<file path="src/rtl/svf_pkg.sv">
// Shared types for the SVF windowed sampler: default widths, sample record, FSM states.
package svf_pkg;

    localparam int unsigned SVF_W  = 20;
    localparam int unsigned INTV_W = 16;

    typedef struct packed {
        logic [INTV_W-1:0] idx;
        logic [SVF_W-1:0]  delta;
    } svf_sample_t;

    typedef enum logic {
        IDLE = 1'b0,
        RUN  = 1'b1
    } svf_smp_state_t;

endpackage

</file>
<file path="src/rtl/svf_sampler_if.sv">
// Sample stream from the SVF sampler to the trace/host consumer (valid/ready, show-ahead).
interface svf_sampler_if #(
    parameter int unsigned SVF_W  = svf_pkg::SVF_W,
    parameter int unsigned INTV_W = svf_pkg::INTV_W
) ();

    logic              sample_valid_o;
    logic [SVF_W-1:0]  sample_delta_o;
    logic [INTV_W-1:0] sample_idx_o;
    logic              sample_ready_i;

    modport master (
        output sample_valid_o,
        output sample_delta_o,
        output sample_idx_o,
        input  sample_ready_i
    );

    modport slave (
        input  sample_valid_o,
        input  sample_delta_o,
        input  sample_idx_o,
        output sample_ready_i
    );

endinterface

</file>
<file path="src/rtl/svf_sample_fifo.sv">
// Synchronous show-ahead FIFO; a push while full is accepted only when a pop frees a slot.
module svf_sample_fifo #(
    parameter type         T     = svf_pkg::svf_sample_t,
    parameter int unsigned DEPTH = 8
) (
    input  logic clk,
    input  logic reset,
    input  logic push_i,
    input  T     push_data_i,
    input  logic pop_i,
    output T     head_o,
    output logic full_o,
    output logic empty_o
);

    localparam int unsigned     AW       = $clog2(DEPTH);
    localparam logic [AW:0]     FULL_CNT = (AW + 1)'(DEPTH);

    T              mem_q [DEPTH];
    T              mem_d [DEPTH];
    logic [AW-1:0] wr_ptr_q, wr_ptr_d;
    logic [AW-1:0] rd_ptr_q, rd_ptr_d;
    logic [AW:0]   count_q, count_d;
    logic          do_push, do_pop;

    always_comb begin
        do_pop   = pop_i && (count_q != '0);
        do_push  = push_i && ((count_q != FULL_CNT) || do_pop);
        mem_d    = mem_q;
        wr_ptr_d = wr_ptr_q;
        rd_ptr_d = rd_ptr_q;
        count_d  = count_q;
        if (do_push) begin
            mem_d[wr_ptr_q] = push_data_i;
            wr_ptr_d        = wr_ptr_q + 1'b1;
        end
        if (do_pop) begin
            rd_ptr_d = rd_ptr_q + 1'b1;
        end
        if (do_push && !do_pop) begin
            count_d = count_q + 1'b1;
        end else if (do_pop && !do_push) begin
            count_d = count_q - 1'b1;
        end
    end

    always_ff @(posedge clk) begin
        if (reset) begin
            for (int unsigned i = 0; i < DEPTH; i++) begin
                mem_q[i] <= '0;
            end
            wr_ptr_q <= '0;
            rd_ptr_q <= '0;
            count_q  <= '0;
        end else begin
            mem_q    <= mem_d;
            wr_ptr_q <= wr_ptr_d;
            rd_ptr_q <= rd_ptr_d;
            count_q  <= count_d;
        end
    end

    assign head_o  = mem_q[rd_ptr_q];
    assign empty_o = (count_q == '0);
    assign full_o  = (count_q == FULL_CNT);

endmodule

</file>
<file path="src/rtl/svf_sampler.sv">
// Windowed sampler: every interval cycles, pushes {idx, total delta} into a show-ahead FIFO
// drained over valid/ready; overflowing samples are counted and still consume an idx.
module svf_sampler #(
    parameter int unsigned SVF_W      = svf_pkg::SVF_W,
    parameter int unsigned INTV_W     = svf_pkg::INTV_W,
    parameter int unsigned FIFO_DEPTH = 8,
    parameter int unsigned DROP_W     = 8
) (
    input  logic              clk,
    input  logic              reset,
    input  logic [SVF_W-1:0]  total_svf_i,
    input  logic              enable_i,
    input  logic [INTV_W-1:0] interval_i,
    svf_sampler_if.master     smp,
    output logic [DROP_W-1:0] drop_cnt_o,
    output logic              busy_o
);

    import svf_pkg::*;

    // Width-parameterised mirror of svf_sample_t so overridden widths reach the FIFO.
    typedef struct packed {
        logic [INTV_W-1:0] idx;
        logic [SVF_W-1:0]  delta;
    } sample_t;

    localparam logic [INTV_W-1:0] ONE = INTV_W'(1);

    svf_smp_state_t    state_q, state_d;
    logic [SVF_W-1:0]  base_q, base_d;
    logic [INTV_W-1:0] intv_q, intv_d;
    logic [INTV_W-1:0] cnt_q, cnt_d;
    logic [INTV_W-1:0] idx_q, idx_d;
    logic [DROP_W-1:0] drop_q, drop_d;
    logic [INTV_W-1:0] intv_norm;
    logic              push, pop, full, empty;
    sample_t           push_data, head;

    always_comb begin
        state_d   = state_q;
        base_d    = base_q;
        intv_d    = intv_q;
        cnt_d     = cnt_q;
        idx_d     = idx_q;
        drop_d    = drop_q;
        push      = 1'b0;
        push_data = '0;
        intv_norm = (interval_i == '0) ? ONE : interval_i;
        pop       = !empty && smp.sample_ready_i;

        case (state_q)
            IDLE: begin
                if (enable_i) begin
                    base_d  = total_svf_i;
                    intv_d  = intv_norm;
                    cnt_d   = intv_norm;
                    state_d = RUN;
                end
            end
            RUN: begin
                if (!enable_i) begin
                    state_d = IDLE;
                end else if (cnt_q == ONE) begin
                    push            = 1'b1;
                    push_data.idx   = idx_q;
                    push_data.delta = total_svf_i - base_q;
                    base_d          = total_svf_i;
                    cnt_d           = intv_q;
                    idx_d           = idx_q + 1'b1;
                end else begin
                    cnt_d = cnt_q - 1'b1;
                end
            end
            default: state_d = IDLE;
        endcase

        if (push && full && !pop && (drop_q != '1)) begin
            drop_d = drop_q + 1'b1;
        end
    end

    always_ff @(posedge clk) begin
        if (reset) begin
            state_q <= IDLE;
            base_q  <= '0;
            intv_q  <= '0;
            cnt_q   <= '0;
            idx_q   <= '0;
            drop_q  <= '0;
        end else begin
            state_q <= state_d;
            base_q  <= base_d;
            intv_q  <= intv_d;
            cnt_q   <= cnt_d;
            idx_q   <= idx_d;
            drop_q  <= drop_d;
        end
    end

    svf_sample_fifo #(
        .T     (sample_t),
        .DEPTH (FIFO_DEPTH)
    ) u_fifo (
        .clk         (clk),
        .reset       (reset),
        .push_i      (push),
        .push_data_i (push_data),
        .pop_i       (pop),
        .head_o      (head),
        .full_o      (full),
        .empty_o     (empty)
    );

    assign smp.sample_valid_o = !empty;
    assign smp.sample_delta_o = head.delta;
    assign smp.sample_idx_o   = head.idx;
    assign drop_cnt_o         = drop_q;
    assign busy_o             = (state_q == RUN);

endmodule
</file>
<file path="src/flat_wrapper.sv">
// flat-port wrapper written by rule: the top's interface ports become plain ports
module svf_sampler_flat import svf_pkg::*;
#(
    parameter int unsigned SVF_W      = svf_pkg::SVF_W,
    parameter int unsigned INTV_W     = svf_pkg::INTV_W,
    parameter int unsigned FIFO_DEPTH = 8,
    parameter int unsigned DROP_W     = 8
)
  (clk, reset, total_svf_i, enable_i, interval_i, drop_cnt_o, busy_o, smp_sample_valid_o, smp_sample_delta_o, smp_sample_idx_o, smp_sample_ready_i);
  svf_sampler_if #(.SVF_W(SVF_W), .INTV_W(INTV_W)) smp_i ();
  input  logic clk;
  input  logic reset;
  input  logic [SVF_W-1:0] total_svf_i;
  input  logic enable_i;
  input  logic [INTV_W-1:0] interval_i;
  output logic [DROP_W-1:0] drop_cnt_o;
  output logic busy_o;
  output wire logic [$bits(smp_i.sample_valid_o)-1:0] smp_sample_valid_o;
  output wire logic [$bits(smp_i.sample_delta_o)-1:0] smp_sample_delta_o;
  output wire logic [$bits(smp_i.sample_idx_o)-1:0] smp_sample_idx_o;
  input wire logic [$bits(smp_i.sample_ready_i)-1:0] smp_sample_ready_i;
  assign smp_sample_valid_o = smp_i.sample_valid_o;
  assign smp_sample_delta_o = smp_i.sample_delta_o;
  assign smp_sample_idx_o = smp_i.sample_idx_o;
  assign smp_i.sample_ready_i = smp_sample_ready_i;
  svf_sampler #(.SVF_W(SVF_W), .INTV_W(INTV_W), .FIFO_DEPTH(FIFO_DEPTH), .DROP_W(DROP_W)) u_core (.clk(clk), .reset(reset), .total_svf_i(total_svf_i), .enable_i(enable_i), .interval_i(interval_i), .smp(smp_i), .drop_cnt_o(drop_cnt_o), .busy_o(busy_o));
endmodule
</file>
<file path="config.mk">
export PLATFORM = sky130hd
export DESIGN_NAME = svf_sampler_flat
export DESIGN_NICKNAME = d
export VERILOG_FILES = /design/src/rtl/svf_pkg.sv /design/src/rtl/svf_sampler_if.sv /design/src/rtl/svf_sample_fifo.sv /design/src/rtl/svf_sampler.sv /design/src/flat_wrapper.sv
export SDC_FILE = /design/constraint.sdc
export NUM_CORES = 1
export LEC_CHECK = 0
export BUFFER_PORTS_ARGS = -buffer_cell sky130_fd_sc_hd__buf_2
export CAP_MARGIN = 30
export CELL_PAD_IN_SITES_DETAIL_PLACEMENT = 0
export CELL_PAD_IN_SITES_GLOBAL_PLACEMENT = 1
export CORE_MARGIN = 4
export CORE_UTILIZATION = 47
export DETAILED_ROUTE_END_ITERATION = 10
export PLACE_DENSITY = 0.9
export SLEW_MARGIN = 10
export SYNTH_ARGS = -nofsm -noshare
export SYNTH_HDL_FRONTEND = slang
export SYNTH_SLANG_ARGS = --single-unit
export TNS_END_PERCENT = 100
</file>
<file path="constraint.sdc">
create_clock -name clk -period 4.67 [get_ports clk]
set_input_delay 1.1675 -clock clk [delete_from_list [all_inputs] [get_ports clk]]
set_output_delay 1.1675 -clock clk [all_outputs]
set_load 0.05 [all_outputs]
</file>
==> results.sh <==
export IMPL_fin_crit_sh=0.851
export IMPL_drive_gt1_frac=0.160
export IMPL_vias=16000
export IMPL_cts_htree_levels=2
export IMPL_die_x_um=206
export IMPL_pwr_density_cell_nw_per_um2=370
export IMPL_dr_first_iter_drc_count=1399
export IMPL_wirelength_mm=52.9
export IMPL_synthTopCellsByArea="dfxtp_1 41%, mux4_2 8.8%, nand2_1 8.4%"
export IMPL_cp_cell_sequence="buf_4 -> mux4_2 -> mux2_2 -> buf_2"
export IMPL_worst_setup_path_end_kind="output pin"
export IMPL_coreArea_sq_um=38600
export IMPL_cp_max_fo=31
export IMPL_synth_net_count=2193
export IMPL_p_leak_nw=6.98
export IMPL_ys_types=71
export IMPL_io_buffers=85
export IMPL_clock_root_buffer="clkbuf_16"
export IMPL_ios=86
export IMPL_placedCellCount=2585
export IMPL_grt_max_degree=143
export IMPL_netlist_instances=2123
export IMPL_avgSynthCellArea_sq_um=8.64
export IMPL_synth_area_sq_um=18300
export IMPL_cts_resized=0
export IMPL_status="finished clean"
export IMPL_slew_violations=0
export IMPL_grt_pass1_vias=15000
export IMPL_overflow=0
export IMPL_dieArea_sq_um=42300
export IMPL_critical_path_class="flop to output pin"
export IMPL_globalplace_congestion=0.902
export IMPL_clock_sinks=375
export IMPL_clock_fmax_mhz=252
export IMPL_antenna_left=0
export IMPL_hold_viol_final=0
export IMPL_ir_worst_vdd_mv=0.314
export IMPL_syn2layout_area_growth_pct=11.8
export IMPL_routed_via_density=6.01
export IMPL_initial_core_util=0.475
export IMPL_hpwl_mm=33.0
export IMPL_synth_edf_count=0
export IMPL_crit_path_start_kind="flop"
export IMPL_skew_ps=28.2
export IMPL_synth_warnings=0
export IMPL_cts_tree="built"
export IMPL_clk_path_buf_depth=3
export IMPL_ys_async_sr_fraction=0
export IMPL_finalNonFillerCells=2659
export IMPL_synth_most_common_cell="nand2_1"
export IMPL_cp_required_ps=3500
export IMPL_yosys_area_top_type="dfxtp_1"
export IMPL_cts_buffers=42
export IMPL_final_nets=2182
export IMPL_grt_util_all_layers=0.246
export IMPL_rows=72
export IMPL_setup_viol=0
export IMPL_rsz0062_at_grt="false"
export IMPL_period_minus_slack_ps=3970
export IMPL_chipHeight_um=206
export IMPL_cap_viol_max_count=0
export IMPL_insertion_delay_ps=580
export IMPL_hold_buffers=0
export IMPL_ys_ff_latch=375
export IMPL_detail_route_wl_per_cell_um=19.9
export IMPL_cp_slowest_cell="dfxtp_4"
export IMPL_slew_headroom=0.379
export IMPL_yosys_top_cells_count="409 x nand2_1, 375 x dfxtp_1, 266 x a21oi_1"
export IMPL_seq_area_frac_synth=0.409
export IMPL_synth_flop_cell="dfxtp_1"
export IMPL_fin_tns_setup_ps=0
export IMPL_antenna_found_initial=0
export IMPL_drt_pass1_iter_count=6
export IMPL_crit_arrival_ps=2800
export IMPL_drcViolationCount=0
export IMPL_clkTransAtPathRegs_ps=60
export IMPL_grt_first_pass_wirelength_mm=83.6
export IMPL_diodes=0
export IMPL_post_cts_setup_buffers=0
export IMPL_hold_path_class="flop to flop"
export IMPL_slowest_delay_ps=780
export IMPL_post_synth_top_area_fraction=0.409
export IMPL_n_fill_cell=3580
export IMPL_tightest_slew_ps=925
cell usage in the layout (no fill, tap or decap), types with 16 or more instances in the layout:
| cell | count |
|---|---|
| inv_1 | 28 |
| nand2_1 | 409 |
| buf_4 | 41 |
| mux2_2 | 36 |
| xor2_1 | 33 |
| mux4_2 | 72 |
| a21oi_1 | 266 |
| dfxtp_1 | 372 |
| buf_2 | 84 |
| o311ai_1 | 16 |
| nor2_1 | 75 |
| clkbuf_16 | 43 |
| o21ai_1 | 55 |
| nand3b_1 | 80 |
| nand4_1 | 38 |
| o21ai_0 | 22 |
| nand3_1 | 172 |
| ha_1 | 28 |
logic make-up (layout without fill, tap and decap cells):
family	after synthesis	after routing	share of synthesized area
DFF	375	375	0.409
and+or+nand+nor	895	895	0.246
adders and majority gates	30	30	0.0213
xor gates and xnor gates	46	46	0.0220
AOI/OAI and AO/OA	446	446	0.140
buffers and inverters	216	234	0.0471
muxes	115	115	0.114
worst max-delay path, delay by kind of cell (launching register included):
family	cells	cell delay (ps)
buf+inv	2	600
flops	1	780
mux	2	850
flip-flops by register name, summed over array words and instances (netlist names):
name	cells
u_core.drop_cnt_o	8
u_core.u_fifo.count_q	4
u_core.base_q	20
u_core.intv_q	16
u_core.cnt_q	16
u_core.u_fifo.mem_q	288
u_core.u_fifo.wr_ptr_q	3
u_core.idx_q	16
u_core.u_fifo.rd_ptr_q	3
u_core.busy_o	1
layer usage:
metal | share of wire | GRT usage | up-vias
li1 | - | - | 7553
met1 | 0.42 | 0.334 | 7765
met2 | 0.48 | 0.403 | 585
met3 | 0.072 | 0.0372 | 88
met4 | 0.027 | 0.0813 | 0
met5 | 0 | 0 | -
metrics by stage:
stage                     instance area, sq um  hold slack, ps  utilization  power, W  worst slack (ps)
after floorplan                          18300             429            -   0.00410               876
after global placement                   19100             434        0.495   0.00435               810
after detailed placement                 19100             441        0.495   0.00437               804
after CTS                                20500             449        0.530   0.00763               625
after global routing                     20500             462        0.531   0.00786               532
final                                    20500             447        0.531   0.00758               698
power by group:
group | switching, W | leakage, nW | internal, W | total, W
clock | 0.00136 | 0.671 | 0.00192 | 0.00327
combinational | 0.000568 | 3.28 | 0.000365 | 0.000933
sequential | 0.000121 | 3.03 | 0.00325 | 0.00337
path summary, 6_finish.rpt:
kind                                                              from                                     to  slack (ps)  depth (start not counted)
worst max-delay path            u_core.u_fifo.rd_ptr_q[0]$_SDFFE_PP0P_                 smp_sample_delta_o[18]         700                          4
worst min-delay path             u_core.u_fifo.mem_q[164]$_SDFFE_PP0P_  u_core.u_fifo.mem_q[164]$_SDFFE_PP0P_         450                          2
worst max register to register            u_core.cnt_q[6]$_SDFFE_PP0P_  u_core.u_fifo.count_q[3]$_SDFFE_PP0P_        1110                         12
worst min register to register   u_core.u_fifo.mem_q[164]$_SDFFE_PP0P_  u_core.u_fifo.mem_q[164]$_SDFFE_PP0P_         450                          2
area by class of cell:
class                      count  area [sq um]  share of cell area
multi-input combinational   1532         10000               0.488
sequential                   375          7520               0.366
clock buffer                  59          1210              0.0588
timing repair buffer         132           871              0.0425
tap                          518           648              0.0316
clock inverter                14           148             0.00720
inverter                      29           109             0.00531
Power figures use the tool's default switching activity.
